### config.mk
export PLATFORM = sky130hd
export DESIGN_NAME = lcd_controller_flat
export DESIGN_NICKNAME = d
export VERILOG_FILES = /design/src/rtl/lcd_controller_pkg.sv /design/src/rtl/lcd_controller_if.sv /design/src/rtl/lcd_delay_timer.sv /design/src/rtl/lcd_controller.sv /design/src/flat_wrapper.sv
export SDC_FILE = /design/constraint.sdc
export NUM_CORES = 1
export LEC_CHECK = 0
export ABC_AREA = 1
export CORE_MARGIN = 2
export CORE_UTILIZATION = 64
export DETAILED_ROUTE_END_ITERATION = 10
export DONT_BUFFER_PORTS = 1
export PLACE_DENSITY = 0.8
export SLEW_MARGIN = 20
export SYNTH_ARGS = -nofsm -noshare
export SYNTH_HDL_FRONTEND = slang
export SYNTH_SLANG_ARGS = --single-unit
### constraint.sdc
create_clock -name clk -period 3.4 [get_ports clk]
set_input_delay 0.68 -clock clk [delete_from_list [all_inputs] [get_ports clk]]
set_output_delay 0.68 -clock clk [all_outputs]
set_load 0.01 [all_outputs]
### src/rtl/lcd_controller_pkg.sv
// Shared definitions for the HD44780 4-bit LCD driver: state encoding,
// command codes, wake-up nibble table, default timings and small helpers.
package lcd_defs;

    localparam int TIMER_WIDTH = 20;

    localparam int unsigned T_POWERUP_DEFAULT    = 750000;
    localparam int unsigned T_WAKE1_DEFAULT      = 205000;
    localparam int unsigned T_WAKE2_DEFAULT      = 5000;
    localparam int unsigned T_SETUP_DEFAULT      = 2;
    localparam int unsigned T_E_HIGH_DEFAULT     = 12;
    localparam int unsigned T_NIBBLE_GAP_DEFAULT = 50;
    localparam int unsigned T_CMD_DEFAULT        = 2000;
    localparam int unsigned T_CLEAR_DEFAULT      = 82000;

    localparam logic [7:0] LCD_CMD_CLEAR = 8'h01;
    localparam logic [7:0] LCD_CMD_HOME  = 8'h02;

    // Wake-up nibbles for steps 0..3 (3,3,3,2), step 0 in the low nibble.
    localparam logic [15:0] WAKE_NIBBLES = 16'h2333;

    localparam logic [3:0] S_PWR_WAIT = 4'd0;
    localparam logic [3:0] S_WK_SETUP = 4'd1;
    localparam logic [3:0] S_WK_E     = 4'd2;
    localparam logic [3:0] S_WK_WAIT  = 4'd3;
    localparam logic [3:0] S_IDLE     = 4'd4;
    localparam logic [3:0] S_HI_SETUP = 4'd5;
    localparam logic [3:0] S_HI_E     = 4'd6;
    localparam logic [3:0] S_HI_GAP   = 4'd7;
    localparam logic [3:0] S_LO_SETUP = 4'd8;
    localparam logic [3:0] S_LO_E     = 4'd9;
    localparam logic [3:0] S_LO_WAIT  = 4'd10;

    typedef enum logic [3:0] {
        PWR_WAIT = S_PWR_WAIT,
        WK_SETUP = S_WK_SETUP,
        WK_E     = S_WK_E,
        WK_WAIT  = S_WK_WAIT,
        IDLE     = S_IDLE,
        HI_SETUP = S_HI_SETUP,
        HI_E     = S_HI_E,
        HI_GAP   = S_HI_GAP,
        LO_SETUP = S_LO_SETUP,
        LO_E     = S_LO_E,
        LO_WAIT  = S_LO_WAIT
    } state_t;

    function automatic logic [3:0] wake_nibble(input logic [1:0] step);
        return WAKE_NIBBLES[{step, 2'b00} +: 4];
    endfunction

    // A state lasting n cycles loads n-1 so that it exits on the count of zero.
    function automatic logic [TIMER_WIDTH-1:0] to_count(input int unsigned cycles);
        return TIMER_WIDTH'(cycles - 1);
    endfunction

    function automatic logic is_slow_cmd(input logic [7:0] value, input logic rs);
        return !rs && (value == LCD_CMD_CLEAR || value == LCD_CMD_HOME);
    endfunction

endpackage

### src/rtl/lcd_controller_if.sv
// CPU-side write handshake and board LCD pins of the LCD driver.
interface lcd_controller_if;

    logic       write_strobe;
    logic [7:0] data;
    logic       rs;
    logic       ready;
    logic       lcd_e;
    logic       lcd_rs;
    logic       lcd_rw;
    logic [3:0] lcd_data;
    logic       lcd_strataflash_control;

    modport master (
        output write_strobe, data, rs,
        input  ready, lcd_e, lcd_rs, lcd_rw, lcd_data, lcd_strataflash_control
    );

    modport slave (
        input  write_strobe, data, rs,
        output ready, lcd_e, lcd_rs, lcd_rw, lcd_data, lcd_strataflash_control
    );

endinterface

### src/rtl/lcd_delay_timer.sv
// Loadable down-counter shared by all timed states of the LCD driver;
// done is high whenever the count sits at zero.
module lcd_delay_timer
    import lcd_defs::*;
(
    input  logic                   clk,
    input  logic                   load,
    input  logic [TIMER_WIDTH-1:0] value,
    input  logic                   count_en,
    output logic                   done
);

    logic [TIMER_WIDTH-1:0] count;

    always_ff @(posedge clk) begin
        if (load) begin
            count <= value;
        end else if (count_en && count != '0) begin
            count <= count - TIMER_WIDTH'(1);
        end
    end

    assign done = (count == '0);

endmodule

### src/rtl/lcd_controller.sv
// HD44780 4-bit LCD driver: autonomous power-up wake-up sequence, then one
// byte per accepted strobe sent as two timed nibble transfers.
module lcd_controller
    import lcd_defs::*;
#(
    parameter int unsigned T_POWERUP    = T_POWERUP_DEFAULT,
    parameter int unsigned T_WAKE1      = T_WAKE1_DEFAULT,
    parameter int unsigned T_WAKE2      = T_WAKE2_DEFAULT,
    parameter int unsigned T_SETUP      = T_SETUP_DEFAULT,
    parameter int unsigned T_E_HIGH     = T_E_HIGH_DEFAULT,
    parameter int unsigned T_NIBBLE_GAP = T_NIBBLE_GAP_DEFAULT,
    parameter int unsigned T_CMD        = T_CMD_DEFAULT,
    parameter int unsigned T_CLEAR      = T_CLEAR_DEFAULT
)
(
    input  logic clk,
    input  logic rst,
    lcd_controller_if.slave bus
);

    state_t                 state;
    logic [1:0]             step;
    logic [7:0]             latched_data;
    logic                   ready;
    logic                   lcd_e;
    logic                   lcd_rs;
    logic [3:0]             lcd_data;
    logic                   accept;
    logic                   load;
    logic [TIMER_WIDTH-1:0] load_value;
    logic                   done;

    function automatic logic [TIMER_WIDTH-1:0] wake_wait(input logic [1:0] s);
        case (s)
            2'd0:    return to_count(T_WAKE1);
            2'd1:    return to_count(T_WAKE2);
            default: return to_count(T_CMD);
        endcase
    endfunction

    assign accept = (state == IDLE) && ready && bus.write_strobe;

    // Reload the shared timer with the length of the state being entered.
    always_comb begin
        load       = 1'b0;
        load_value = '0;
        if (rst) begin
            load       = 1'b1;
            load_value = to_count(T_POWERUP);
        end else if (accept) begin
            load       = 1'b1;
            load_value = to_count(T_SETUP);
        end else if (done) begin
            case (state)
                PWR_WAIT, HI_GAP: begin
                    load       = 1'b1;
                    load_value = to_count(T_SETUP);
                end
                WK_SETUP, HI_SETUP, LO_SETUP: begin
                    load       = 1'b1;
                    load_value = to_count(T_E_HIGH);
                end
                WK_E: begin
                    load       = 1'b1;
                    load_value = wake_wait(step);
                end
                WK_WAIT: begin
                    load       = (step != 2'd3);
                    load_value = to_count(T_SETUP);
                end
                HI_E: begin
                    load       = 1'b1;
                    load_value = to_count(T_NIBBLE_GAP);
                end
                LO_E: begin
                    load       = 1'b1;
                    load_value = is_slow_cmd(latched_data, lcd_rs) ? to_count(T_CLEAR)
                                                                   : to_count(T_CMD);
                end
                default: begin
                    load       = 1'b0;
                    load_value = '0;
                end
            endcase
        end
    end

    lcd_delay_timer timer (
        .clk      (clk),
        .load     (load),
        .value    (load_value),
        .count_en (state != IDLE),
        .done     (done)
    );

    // Sequencer; pins and ready are registered so they change only on state entry.
    always_ff @(posedge clk) begin
        if (rst) begin
            state        <= PWR_WAIT;
            step         <= 2'd0;
            latched_data <= 8'h00;
            ready        <= 1'b0;
            lcd_e        <= 1'b0;
            lcd_rs       <= 1'b0;
            lcd_data     <= 4'h0;
        end else begin
            case (state)
                PWR_WAIT: if (done) begin
                    state    <= WK_SETUP;
                    lcd_rs   <= 1'b0;
                    lcd_data <= wake_nibble(step);
                end
                WK_SETUP: if (done) begin
                    state <= WK_E;
                    lcd_e <= 1'b1;
                end
                WK_E: if (done) begin
                    state <= WK_WAIT;
                    lcd_e <= 1'b0;
                end
                WK_WAIT: if (done) begin
                    if (step == 2'd3) begin
                        state <= IDLE;
                    end else begin
                        state    <= WK_SETUP;
                        step     <= step + 2'd1;
                        lcd_data <= wake_nibble(step + 2'd1);
                    end
                end
                IDLE: begin
                    if (accept) begin
                        state        <= HI_SETUP;
                        latched_data <= bus.data;
                        lcd_rs       <= bus.rs;
                        lcd_data     <= bus.data[7:4];
                        ready        <= 1'b0;
                    end else begin
                        ready <= 1'b1;
                    end
                end
                HI_SETUP: if (done) begin
                    state <= HI_E;
                    lcd_e <= 1'b1;
                end
                HI_E: if (done) begin
                    state <= HI_GAP;
                    lcd_e <= 1'b0;
                end
                HI_GAP: if (done) begin
                    state    <= LO_SETUP;
                    lcd_data <= latched_data[3:0];
                end
                LO_SETUP: if (done) begin
                    state <= LO_E;
                    lcd_e <= 1'b1;
                end
                LO_E: if (done) begin
                    state <= LO_WAIT;
                    lcd_e <= 1'b0;
                end
                LO_WAIT: if (done) begin
                    state <= IDLE;
                end
                default: begin
                    state <= PWR_WAIT;
                end
            endcase
        end
    end

    assign bus.ready                   = ready;
    assign bus.lcd_e                   = lcd_e;
    assign bus.lcd_rs                  = lcd_rs;
    assign bus.lcd_data                = lcd_data;
    assign bus.lcd_rw                  = 1'b0;
    assign bus.lcd_strataflash_control = 1'b1;

endmodule

### src/flat_wrapper.sv
// flat-port wrapper written by rule: the top's interface ports become plain ports
module lcd_controller_flat import lcd_defs::*;
#(
    parameter int unsigned T_POWERUP    = T_POWERUP_DEFAULT,
    parameter int unsigned T_WAKE1      = T_WAKE1_DEFAULT,
    parameter int unsigned T_WAKE2      = T_WAKE2_DEFAULT,
    parameter int unsigned T_SETUP      = T_SETUP_DEFAULT,
    parameter int unsigned T_E_HIGH     = T_E_HIGH_DEFAULT,
    parameter int unsigned T_NIBBLE_GAP = T_NIBBLE_GAP_DEFAULT,
    parameter int unsigned T_CMD        = T_CMD_DEFAULT,
    parameter int unsigned T_CLEAR      = T_CLEAR_DEFAULT
)
  (clk, rst, bus_write_strobe, bus_data, bus_rs, bus_ready, bus_lcd_e, bus_lcd_rs, bus_lcd_rw, bus_lcd_data, bus_lcd_strataflash_control);
  lcd_controller_if bus_i ();
  input  logic clk;
  input  logic rst;
  input wire logic [$bits(bus_i.write_strobe)-1:0] bus_write_strobe;
  input wire logic [$bits(bus_i.data)-1:0] bus_data;
  input wire logic [$bits(bus_i.rs)-1:0] bus_rs;
  output wire logic [$bits(bus_i.ready)-1:0] bus_ready;
  output wire logic [$bits(bus_i.lcd_e)-1:0] bus_lcd_e;
  output wire logic [$bits(bus_i.lcd_rs)-1:0] bus_lcd_rs;
  output wire logic [$bits(bus_i.lcd_rw)-1:0] bus_lcd_rw;
  output wire logic [$bits(bus_i.lcd_data)-1:0] bus_lcd_data;
  output wire logic [$bits(bus_i.lcd_strataflash_control)-1:0] bus_lcd_strataflash_control;
  assign bus_i.write_strobe = bus_write_strobe;
  assign bus_i.data = bus_data;
  assign bus_i.rs = bus_rs;
  assign bus_ready = bus_i.ready;
  assign bus_lcd_e = bus_i.lcd_e;
  assign bus_lcd_rs = bus_i.lcd_rs;
  assign bus_lcd_rw = bus_i.lcd_rw;
  assign bus_lcd_data = bus_i.lcd_data;
  assign bus_lcd_strataflash_control = bus_i.lcd_strataflash_control;
  lcd_controller #(.T_POWERUP(T_POWERUP), .T_WAKE1(T_WAKE1), .T_WAKE2(T_WAKE2), .T_SETUP(T_SETUP), .T_E_HIGH(T_E_HIGH), .T_NIBBLE_GAP(T_NIBBLE_GAP), .T_CMD(T_CMD), .T_CLEAR(T_CLEAR)) u_core (.clk(clk), .rst(rst), .bus(bus_i));
endmodule
==> flow_summary.ini <==
[setup_path]
r2r-end = u_core.timer.count[1]
r2r-start = u_core.state[3]
worst_setup_path_start_kind = register
r2r_slack_ns = 1.22
cp-end-kind = register
arrival_ns = 2.22
critPathRequiredTime_ns = 3.43
path_class = reg2reg
r2r_cells = 8
path_max_fanout = 20

[timing]
final_max_slew_viol_count = 0
fin_crit_sh = 0.642
fin_tns_setup_ns = 0
max_slew.worst_pin.slew_ns = 0.527
finClkSkew_ns = 0.00687
finalHoldViolCount = 0
setup_viol = 0
slew_headroom = 0.648
fmax_ghz = 0.458
post-route-min-period_ns = 2.18
finalWorstSetupSlack_ns = 1.22
rsz0062_at_grt = no

[clocking]
cts_inserted_buffers = 5
clock-sinks = 41
cts_resized = 0
clk_pin_slew_worst_paths_ns = 0.08
clk_latency_ns = 0.29
cts_hold_buf = 0
cts_buffer_depth = 2
cts_tree = done
post_cts_buffers = 0
cts_max_level = 2
cts-root-buf = clkbuf_8

[logic_synthesis]
yosysWarnings = 0
netlist_instances = 404
ys_seq_area_frac = 0.369
ys_ff_latch = 41
synth_cell_types = 30
avgSynthCellArea_um2 = 6.85
synth_area_um2 = 2770
syn_nets = 422

[pwr]
irDropWorstVdd_uv = 518
p_per_area_nw_per_um2 = 590
power_leakage_nw = 1.26
swShare = 0.411
intPower_mw = 0.994
combinationalPowerShare = 0.381
clockPowerShare = 0.181
seq_power_share = 0.438
switchingPower_mw = 0.693

[hold_path]
holdPathEnd = u_core.latched_data[6]
worstHoldStart = u_core.latched_data[6]
hp-class = reg2reg
hold_path_depth = 2

[drt]
via_per_inst = 5.47
first_pass_iters = 4
vias = 2485
ant_nets = 0
first_iter_violations = 136
routedWlPerCell_um = 13.3
drc = 0
routed_wl_um = 6040

[cells_and_area]
drive_gt1_frac = 0.0842
nFillCells = 378
n_antenna_cell = 0
seqCellArea_um2 = 1020
multi_input_area_um2 = 1480
final_util = 0.700
syn_to_final_growth_pct = 3.35
layout.nets = 421

[global_route]
antenna_found_initial = 0
grt_pass1_wl_um = 10300
grt_pass1_vias = 2423
grt_usage = 0.261
grt_max_degree = 28
grt_overflow_total = 0

[placed_design]
dpl.hpwl_um = 4630
pre_cts_slack_ns = 1.19
gp_congestion = 0.933
port_buffers = 0

[floorplanning]
fp.dieH_um = 69.7
num_io_pins = 21
fp.dieW_um = 69.7
start_util = 0.677
rows = 23
core_um2 = 4090
die-area_um2 = 4860

[outcome]
status = finished clean

[job]
drv_cap = 0
==> synthesized netlist by cell type, drive strengths merged <==
master	number	area, µm²
nand2	104	415
nor2	68	288
inv	51	191
nand3	42	225
o21ai	24	124
dfxtp	21	420
edfxtp	20	601
a21oi	18	90.1
nand4	14	87.6
buf	10	66.3
ha	6	75.1
xnor2	6	52.6
xor2	6	52.6
nor3	5	25.0
a31oi	2	12.5
conb	2	7.51
o211ai	2	15.0
clkinv	1	3.75
nand3b	1	7.51
or2	1	6.26
==> layout make-up <==
cell class | instances | share of cell area
multi-input combinational | 301 | 0.519
clock buffer | 7 | 0.0267
inverter | 52 | 0.0683
timing repair buffer | 2 | 0.00525
tap | 50 | 0.0219
sequential | 41 | 0.357
clock inverter | 1 | 0.00175
==> worst max-delay path: stages, from the launching register on <==
cell and delay [ns]:
dfxtp_1 0.54, inv_2 0.14, nand2_2 0.14, nor2_1 0.10, nor2_1 0.10, nand2_1 0.07, o21ai_2 0.43, o211ai_1 0.16
buf_4 0.25
==> power by group through the flow <==
stage / Combinational (mW) / Sequential [mW] / Clock, mW
CTS: 0.640 / 0.738 / 0.308
global placement: 0.624 / 0.746 / 0
global route: 0.752 / 0.753 / 0.326
floorplan: 0.534 / 0.722 / 0
detailed placement: 0.635 / 0.748 / 0
finish: 0.643 / 0.739 / 0.305
==> worst max-delay path by stage <==
| stage | slack [ns] | cells past startpoint | endpoint | from |
|---|---|---|---|---|
| 5_1_grt | 1.02 | 8 | u_core.timer.count[1] | u_core.timer.count[9] |
| 3_5_place_dp | 1.19 | 5 | u_core.timer.count[13] | bus_write_strobe |
| 6_report | 1.22 | 8 | u_core.timer.count[1] | u_core.state[3] |
| 2_1_floorplan | 0.96 | 8 | u_core.timer.count[0] | u_core.timer.count[0] |
| 4_1_cts | 1.22 | 6 | u_core.timer.count[18] | u_core.state[0] |
| 3_3_place_gp | 1.22 | 5 | u_core.timer.count[11] | bus_write_strobe |
==> cell families after synthesis <==
group	after synthesis	share of synthesized area
buf+inv	62	0.0945
fa+ha+maj	6	0.0271
simple gates	235	0.381
compound gates	46	0.0873
other cells	2	0.00271
flops	41	0.369
xor+xnor	12	0.0380
==> state kept, by name, indices dropped and copies added, names as in the netlist <==
name                 count
u_core.bus.lcd_e         1
u_core.step              2
u_core.state             4
u_core.timer.count      20
u_core.bus.lcd_rs        1
u_core.bus.lcd_data      4
u_core.latched_data      8
u_core.bus.ready         1
==> metal layers <==
| layer | vias to the layer above | routed length (µm) | track usage |
|---|---|---|---|
| li1 | 1297 | - | - |
| met1 | 1106 | 2690 | 0.325 |
| met2 | 73 | 2960 | 0.471 |
| met3 | 9 | 302 | 0.0451 |
| met4 | 0 | 80 | 0.0641 |
| met5 | - | 0 | 0 |
==> placed cells by master (no fill, tap or decap), types with 2 or more instances in the layout <==
cell / n
xnor2_1: 6
ha_1: 6
o211ai_1: 2
inv_1: 45
o21ai_0: 17
nand3_1: 39
xor2_1: 6
nand2_1: 96
clkbuf_8: 5
inv_2: 6
nand4_1: 14
a31oi_1: 2
nor3_1: 5
buf_4: 2
conb_1: 2
o21ai_1: 6
nand3_2: 3
nor2_2: 4
a21oi_1: 18
dfxtp_1: 21
nand2_2: 7
clkbuf_1: 2
nor2_1: 61
edfxtp_1: 20
nor2_4: 3
==> per-stage QoR <==
stage	hold WS [ns]	cells	instance area, µm²	power (mW)
6_report	0.522	454	2860	1.69
5_1_grt	0.556	454	2860	1.83
4_1_cts	0.519	454	2860	1.69
3_5_place_dp	0.508	446	2780	1.38
3_3_place_gp	0.514	446	2780	1.37
2_1_floorplan	0.480	404	2770	1.26
Power figures use the tool's default switching activity.
